### src/rtl/mux2_arb_pkg.sv
// Shared types and constants for the two-requester round-robin mux arbiter.
// Counter width is only used when MUX2_ARB_GRANT_CNT_EN is defined.
package mux2_arb_pkg;

  typedef enum logic {
    EMPTY = 1'b0,
    FULL  = 1'b1
  } state_t;

  localparam logic SEL_A = 1'b0;
  localparam logic SEL_B = 1'b1;

  localparam int CNT_W = 8;

endpackage

### src/rtl/mux2_rr_pick.sv
// Combinational round-robin pick between two requesters.
// On contention the requester opposite to the last winner is chosen.
module mux2_rr_pick
  import mux2_arb_pkg::*;
(
  input  logic req_a,
  input  logic req_b,
  input  logic last,
  output logic pick,
  output logic any
);

  always_comb begin
    pick = SEL_A;
    if (req_a && req_b) begin
      pick = ~last;
    end else if (req_b) begin
      pick = SEL_B;
    end
  end

  assign any = req_a | req_b;

endmodule

### src/rtl/mux2_rr_arbiter.sv
// Two-requester round-robin arbiter feeding a single-entry valid/ready output register.
// Define MUX2_ARB_GRANT_CNT_EN to add saturating per-requester grant counters.
module mux2_rr_arbiter
  import mux2_arb_pkg::*;
#(
  parameter int N = 4
) (
  input  logic             clk,
  input  logic             reset,
  input  logic             req_a,
  input  logic [N-1:0]     a,
  output logic             gnt_a,
  input  logic             req_b,
  input  logic [N-1:0]     b,
  output logic             gnt_b,
  output logic [N-1:0]     y,
  output logic             y_valid,
  input  logic             y_ready,
`ifdef MUX2_ARB_GRANT_CNT_EN
  output logic [CNT_W-1:0] cnt_a,
  output logic [CNT_W-1:0] cnt_b,
`endif
  output logic             s
);

  state_t       state_reg;
  logic         last_reg;
  logic         s_reg;
  logic [N-1:0] y_reg;
  logic         accept;
  logic         pick;
  logic         any;
  logic         grant;

  mux2_rr_pick u_pick (
    .req_a (req_a),
    .req_b (req_b),
    .last  (last_reg),
    .pick  (pick),
    .any   (any)
  );

  // A stalled FULL register blocks all grants so y and s stay stable.
  assign accept = (state_reg == EMPTY) | y_ready;
  assign gnt_a  = accept & any & (pick == SEL_A) & req_a;
  assign gnt_b  = accept & any & (pick == SEL_B) & req_b;
  assign grant  = gnt_a | gnt_b;

  always_ff @(posedge clk or posedge reset) begin
    if (reset) begin
      state_reg <= EMPTY;
      last_reg  <= SEL_B;
      s_reg     <= SEL_A;
      y_reg     <= '0;
    end else if (grant) begin
      state_reg <= FULL;
      last_reg  <= pick;
      s_reg     <= pick;
      y_reg     <= (pick == SEL_B) ? b : a;
    end else if (accept) begin
      state_reg <= EMPTY;
    end
  end

  assign y       = y_reg;
  assign s       = s_reg;
  assign y_valid = (state_reg == FULL);

`ifdef MUX2_ARB_GRANT_CNT_EN
  logic [CNT_W-1:0] cnt_a_reg;
  logic [CNT_W-1:0] cnt_b_reg;

  // Counters saturate at all-ones rather than wrapping.
  always_ff @(posedge clk or posedge reset) begin
    if (reset) begin
      cnt_a_reg <= '0;
      cnt_b_reg <= '0;
    end else begin
      if (gnt_a && (cnt_a_reg != {CNT_W{1'b1}})) begin
        cnt_a_reg <= cnt_a_reg + 1'b1;
      end
      if (gnt_b && (cnt_b_reg != {CNT_W{1'b1}})) begin
        cnt_b_reg <= cnt_b_reg + 1'b1;
      end
    end
  end

  assign cnt_a = cnt_a_reg;
  assign cnt_b = cnt_b_reg;
`endif

endmodule
### config.mk
export PLATFORM = sky130hd
export DESIGN_NAME = mux2_rr_arbiter
export DESIGN_NICKNAME = d
export VERILOG_FILES = /design/src/rtl/mux2_arb_pkg.sv /design/src/rtl/mux2_rr_pick.sv /design/src/rtl/mux2_rr_arbiter.sv
export SDC_FILE = /design/constraint.sdc
export NUM_CORES = 1
export LEC_CHECK = 0
export ABC_AREA = 1
export CAP_MARGIN = 25
export CORE_AREA = 5 5 42 44
export DETAILED_ROUTE_END_ITERATION = 6
export DIE_AREA = 0 0 47 49
export DONT_BUFFER_PORTS = 1
export PLACE_DENSITY = 0.41
export SETUP_SLACK_MARGIN = 0.05
export SYNTH_ARGS = -nofsm -noshare
export SYNTH_HDL_FRONTEND = slang
export SYNTH_SLANG_ARGS = --single-unit
### constraint.sdc
create_clock -name clk -period 1.3 [get_ports clk]
set_input_delay 0.065 -clock clk [delete_from_list [all_inputs] [get_ports clk]]
set_output_delay 0.065 -clock clk [all_outputs]
set_load 0.02 [all_outputs]
# Word-level counts from Yosys, hierarchy flattened
# Cells that the tools add are included.
[totals] reg_bits=7 input_bits=13 out_inout_bits=8
[op_classes] muxes=5 n_bitwise=11 reduce_logical=2
[ops] operator="bitwise AND 1 bit" count=5
[ops] operator="two-way mux 1 bit" count=4
[ops] operator="two-way mux 4 bit" count=1
[ops] operator="inverter 1 bit" count=3
[ops] operator="OR 1 bit" count=3
[ops] operator="nonzero test 2 bit" count=1
[ops] operator="logical AND 1 bit" count=1

# Logic depth before layout (Yosys ltp)
[logic_depth] depth_word=7 depth_mapped=6

# Modules after synthesis
# From an unflattened synthesis, not the netlist that was laid out.
[unflattened] cells_unflattened=52 hier_area_um2=420.4
[by_module_without_submodules] module="mux2_rr_arbiter" instances=1 cells_per_inst=49 area_per_inst_um2=405.4 seq_area_each_um2=176.4
[by_module_without_submodules] module="mux2_rr_pick" instances=1 cells_per_inst=3 area_per_inst_um2=15.0 seq_area_each_um2=0.0

# Worst setup path after synthesis
# No wires, ideal clock.
[synth_path] kind="register to register" start="register state_reg, in the netlist y_valid" end="register s_reg, in the netlist s" setup_ns=0.117 t_arrival_ns=0.964 required_time_ns=1.183 setup_slack_ns=0.219 path_stages_with_launch=6 n_path_buf=0 cell_sequence="dfrtp_1 -> inv_1 -> nor2_1 -> nor2_2 -> inv_2 -> nand2_1"
[synth_via] elab_chain_cells=6 word_cells_on_any_way=8
[synth_lines] element="start, declared" line_no="mux2_rr_arbiter.sv:26" source="state_t state_reg;"
[synth_lines] element="start signal, assigned" line_no="mux2_rr_arbiter.sv:51" source="state_reg <= EMPTY;"
[synth_lines] element="start signal, assigned" line_no="mux2_rr_arbiter.sv:56" source="state_reg <= FULL;"
[synth_lines] element="start signal, assigned" line_no="mux2_rr_arbiter.sv:61" source="state_reg <= EMPTY;"
[synth_lines] element="inverter 1 bit" line_no="mux2_rr_arbiter.sv:44" source="assign accept = (state_reg == EMPTY) | y_ready;"
[synth_lines] element="OR 1 bit" line_no="mux2_rr_arbiter.sv:44"
[synth_lines] element="bitwise AND 1 bit (3 in a row)" line_no="mux2_rr_arbiter.sv:46" source="assign gnt_b = accept & any & (pick == SEL_B) & req_b;"
[synth_lines] element="via gnt_b" line_no="mux2_rr_arbiter.sv:15" source="output logic gnt_b,"
[synth_lines] element="OR 1 bit" line_no="mux2_rr_arbiter.sv:47" source="assign grant = gnt_a | gnt_b;"
[synth_lines] element="end signal, assigned" line_no="mux2_rr_arbiter.sv:58" source="s_reg <= pick;"
[synth_lines] element="end, declared" line_no="mux2_rr_arbiter.sv:28" source="logic s_reg;"
# The timed path passes the listed nets, and every way through them passes these cells.
# A chain may end at the register's enable or synchronous reset.

# Worst setup path after layout
[layout_path] start="register last_reg" end="output port gnt_b"
[layout_via] elab_chain_cells=4
[layout_lines] element="start, declared" line_no="mux2_rr_arbiter.sv:27" source="logic last_reg;"
[layout_lines] element="start signal, assigned" line_no="mux2_rr_arbiter.sv:57" source="last_reg <= pick;"
[layout_lines] element="inverter 1 bit" line_no="mux2_rr_pick.sv:16" source="pick = ~last;"
[layout_lines] element="two-way mux 1 bit" line_no="mux2_rr_pick.sv:15" source="if (req_a && req_b) begin"
[layout_lines] element="bitwise AND 1 bit (2 in a row)" line_no="mux2_rr_arbiter.sv:46"
[layout_lines] element="end, declared" line_no="mux2_rr_arbiter.sv:15"
# No other way between the ends.

==> flow_summary.rst <==
.. list-table::
   :header-rows: 1

   * - Metric
     - Value
   * - Post-synthesis sequential element count
     - 7
   * - Synth Flop Type
     - dfrtp_1
   * - Capturing element type of the critical path
     - output pin
   * - Num CTS Buffers
     - 3
   * - Via Count
     - 381
   * - Cell-by-cell listing of the critical path
     - nand2_4, nand2_4, nor2_2, buf_6
   * - Clock tree from TritonCTS
     - built
   * - Initial cell density of the core
     - 26.6%
   * - Maximum number of pins on one net before global-route repair
     - 8
   * - Cell with the most instances on the worst path
     - nand2_4
   * - IO buf count
     - 0
   * - Clock net sink count
     - 7
   * - Global routing usage summed across all routing layers
     - 9.89%
   * - Rows
     - 14
   * - Count of flip-flops with a built-in enable after synthesis
     - 0
   * - Net count after synthesis
     - 64
   * - Combined buffer and inverter count along the critical path
     - 1
   * - Initial DRC count
     - 3
   * - DRC Markers
     - 0
   * - Number of distinct library cell variants in the gate-level netlist after synthesis
     - 12
   * - Power Density
     - 1190 mW/mm^2
   * - Layout net count
     - 82
   * - Maximum level of the CTS H-tree
     - 1
   * - Hold/Removal Path Class
     - in2reg
   * - Ratio of cells with drive above 1 in the final layout
     - 35.3%
   * - Area share of the largest cell type after synthesis
     - 40.3%
   * - Post-synthesis cell area
     - 373 um^2
   * - FF/Latch Area
     - 176 um^2
   * - Hold-critical path endpoint
     - last_reg
   * - Slew of the pin with the lowest slew margin
     - 0.301 ns
   * - Fill cells
     - 153
   * - Clock-pin slew on the worst setup and hold paths
     - 0.06 ns
   * - Hold path startpoint
     - req_b
   * - Antenna-violating nets left
     - 0
   * - Per-instance average area after synthesis
     - 7.31 um^2
   * - Core footprint
     - 0.00140 mm^2
   * - Worst hold path stage count
     - 4
   * - Number of buffers between clock root and the deepest sink
     - 2
   * - Final wirelength
     - 1120 um
   * - Max Transition Viols Final
     - 0
   * - Worst EP required
     - 1.24 ns
   * - Largest area contributor in the netlist
     - dfrtp_1
   * - Slack of the worst reg-to-reg path
     - 0.09 ns
   * - Most instantiated library cell after synthesis
     - nand2_1
   * - Fin Setup TNS
     - 0 ns
   * - Total gr overflow
     - 0
   * - Height of the die
     - 49 um
   * - Run status
     - complete, no violations
   * - Cell with the largest stage delay on the worst path
     - dfstp_2
   * - Post-Route Hold Slack
     - 0.0138 ns
   * - Finish-stage setup viols
     - 0
   * - Horiz. Die Dim
     - 47 um
   * - Number of cells produced by synthesis
     - 51
   * - RSZ-0062 raised after global routing
     - no
   * - Cell types with the highest counts after synthesis
     - nand2_1, inv_1, nand3_1, dfrtp_1
   * - Via count of the first global-routing pass
     - 354
   * - Ant diodes
     - 0
   * - Wire length of the first global-routing pass
     - 1600 um
   * - Worst-path fanout max
     - 6
   * - Path type of the worst setup path
     - reg2out
   * - R2r endpoint
     - y_valid
   * - Number of iterations in the first detailed-routing pass
     - 4
   * - Gate family responsible for the most delay along the worst path
     - flip-flops
   * - Largest cells by area after synthesis
     - dfrtp_1, nand2_1, nand3_1
   * - Worst Path Arrival
     - 1.15 ns
   * - Share of the core filled with cells in the final layout
     - 39.5%
   * - Clk Latency, worst-skew pair
     - 0.25 ns
   * - Proportion of synthesized flip-flops having asynchronous set or reset
     - 100%
   * - IR Drop Worst-Case VDD
     - 0.000446 V
   * - Sort of element at the start of the critical path
     - register
   * - Peak per-stage delay on the critical path
     - 0.55 ns
   * - Final GP Congestion
     - 0.753
   * - Reported leakage power
     - 0.000305 uW
   * - Area growth from synthesis to layout
     - 48.3%
   * - Overall die area
     - 0.00230 mm^2
   * - Reg-to-Reg Start
     - y_valid
   * - Area occupied by multi-input gates
     - 174 um^2
   * - Number of endpoints with negative hold slack in the final report
     - 0
   * - Share of the cycle needed by the critical path after routing
     - 93.8%
   * - Detailed-route wire length per cell
     - 13.3 um
   * - Final worst path period need
     - 1.22 ns
   * - I/O pin cnt
     - 21
   * - Top achievable clock speed
     - 820 MHz
   * - Max FFs per register
     - 4
   * - Max-cap violation count
     - 0
   * - Number of cell instances on the worst register-to-register path
     - 3
   * - Antenna violations before repair
     - 0
   * - Max-slew headroom
     - 79.9%
   * - Cell at the root of the clock tree
     - clkbuf_4
   * - Worst Skew
     - 0.00693 ns
   * - Number of warnings printed during yosys synthesis
     - 0
   * - Post-synthesis sequential area ratio
     - 47.3%
   * - Vias per cell
     - 4.54
-- what timing repair did --
| action | 4_1_cts | 5_1_grt |
|---|---|---|
| endpoints found under the hold margin | 8 | 0 |
| setup endpoints to repair | 2 | 3 |
| pin swaps | 2 | 3 |
| buffers inserted | 2 | 6 |
| resized for setup | 5 | 3 |
| hold buffers | 3 | 0 |
-- where the power goes --
group	switching [uW]	total [uW]	internal, uW
clock	81.1	198	117
combinational	81.1	152	71.0
sequential	54.4	306	252
-- cell families after synthesis --
| logic type | after synthesis | synth area share [%] |
|---|---|---|
| AO/OA/AOI/OAI | 2 | 3.69 |
| buffers and inverters | 12 | 12.1 |
| flip-flops | 7 | 47.3 |
| AND/OR/NAND/NOR | 30 | 36.9 |
-- layer usage --
metal	wire length, um	GRT usage (%)	vias up
met4	14	8.29	0
met5	0	0	-
met1	536	14.7	174
li1	-	-	187
met3	67	2.58	2
met2	497	11.1	18
-- worst reg2reg max path, cell delays in order, from the launching register on --
cell	delay, ns
dfrtp_1	0.39
inv_2	0.07
o21ai_0	0.07
dlygate4sd3_1	0.57
-- worst max path at each step --
stage | from | end | cells past startpoint
global route | last_reg | gnt_b | 4
detailed placement | last_reg | y[0] | 5
CTS | y_valid | gnt_a | 5
global placement | last_reg | y[2] | 5
floorplan | y_valid | s | 5
finish | last_reg | gnt_b | 4
-- placed cells by master, fill, tap and decap left out --
master	n
nand3_1	8
buf_4	9
inv_1	9
inv_4	1
nor2_4	1
clkbuf_1	1
clkbuf_4	3
buf_6	1
nand2_1	16
a21oi_4	1
nor2_2	3
inv_2	2
dfrtp_1	6
dfstp_2	1
dlygate4sd3_1	3
o21ai_0	1
nand2_4	2
-- final cells by class --
class,count,area share (%)
tap,16,3.62
multi-input combinational,32,31.4
clock buffer,4,4.75
sequential,7,31.9
inverter,12,8.60
timing repair buffer,13,19.7
-- stage by stage --
stage | setup WS [ns] | total power [uW] | cells | cell area, um^2
after floorplan | 0.219 | 379 | 51 | 373
after global placement | 0.205 | 405 | 69 | 408
after detailed placement | 0.189 | 406 | 69 | 408
after CTS | 0.0566 | 636 | 78 | 499
after global routing | 0.0460 | 693 | 84 | 553
final | 0.0807 | 657 | 84 | 553
Note: power is estimated with default switching activity, not from simulation.
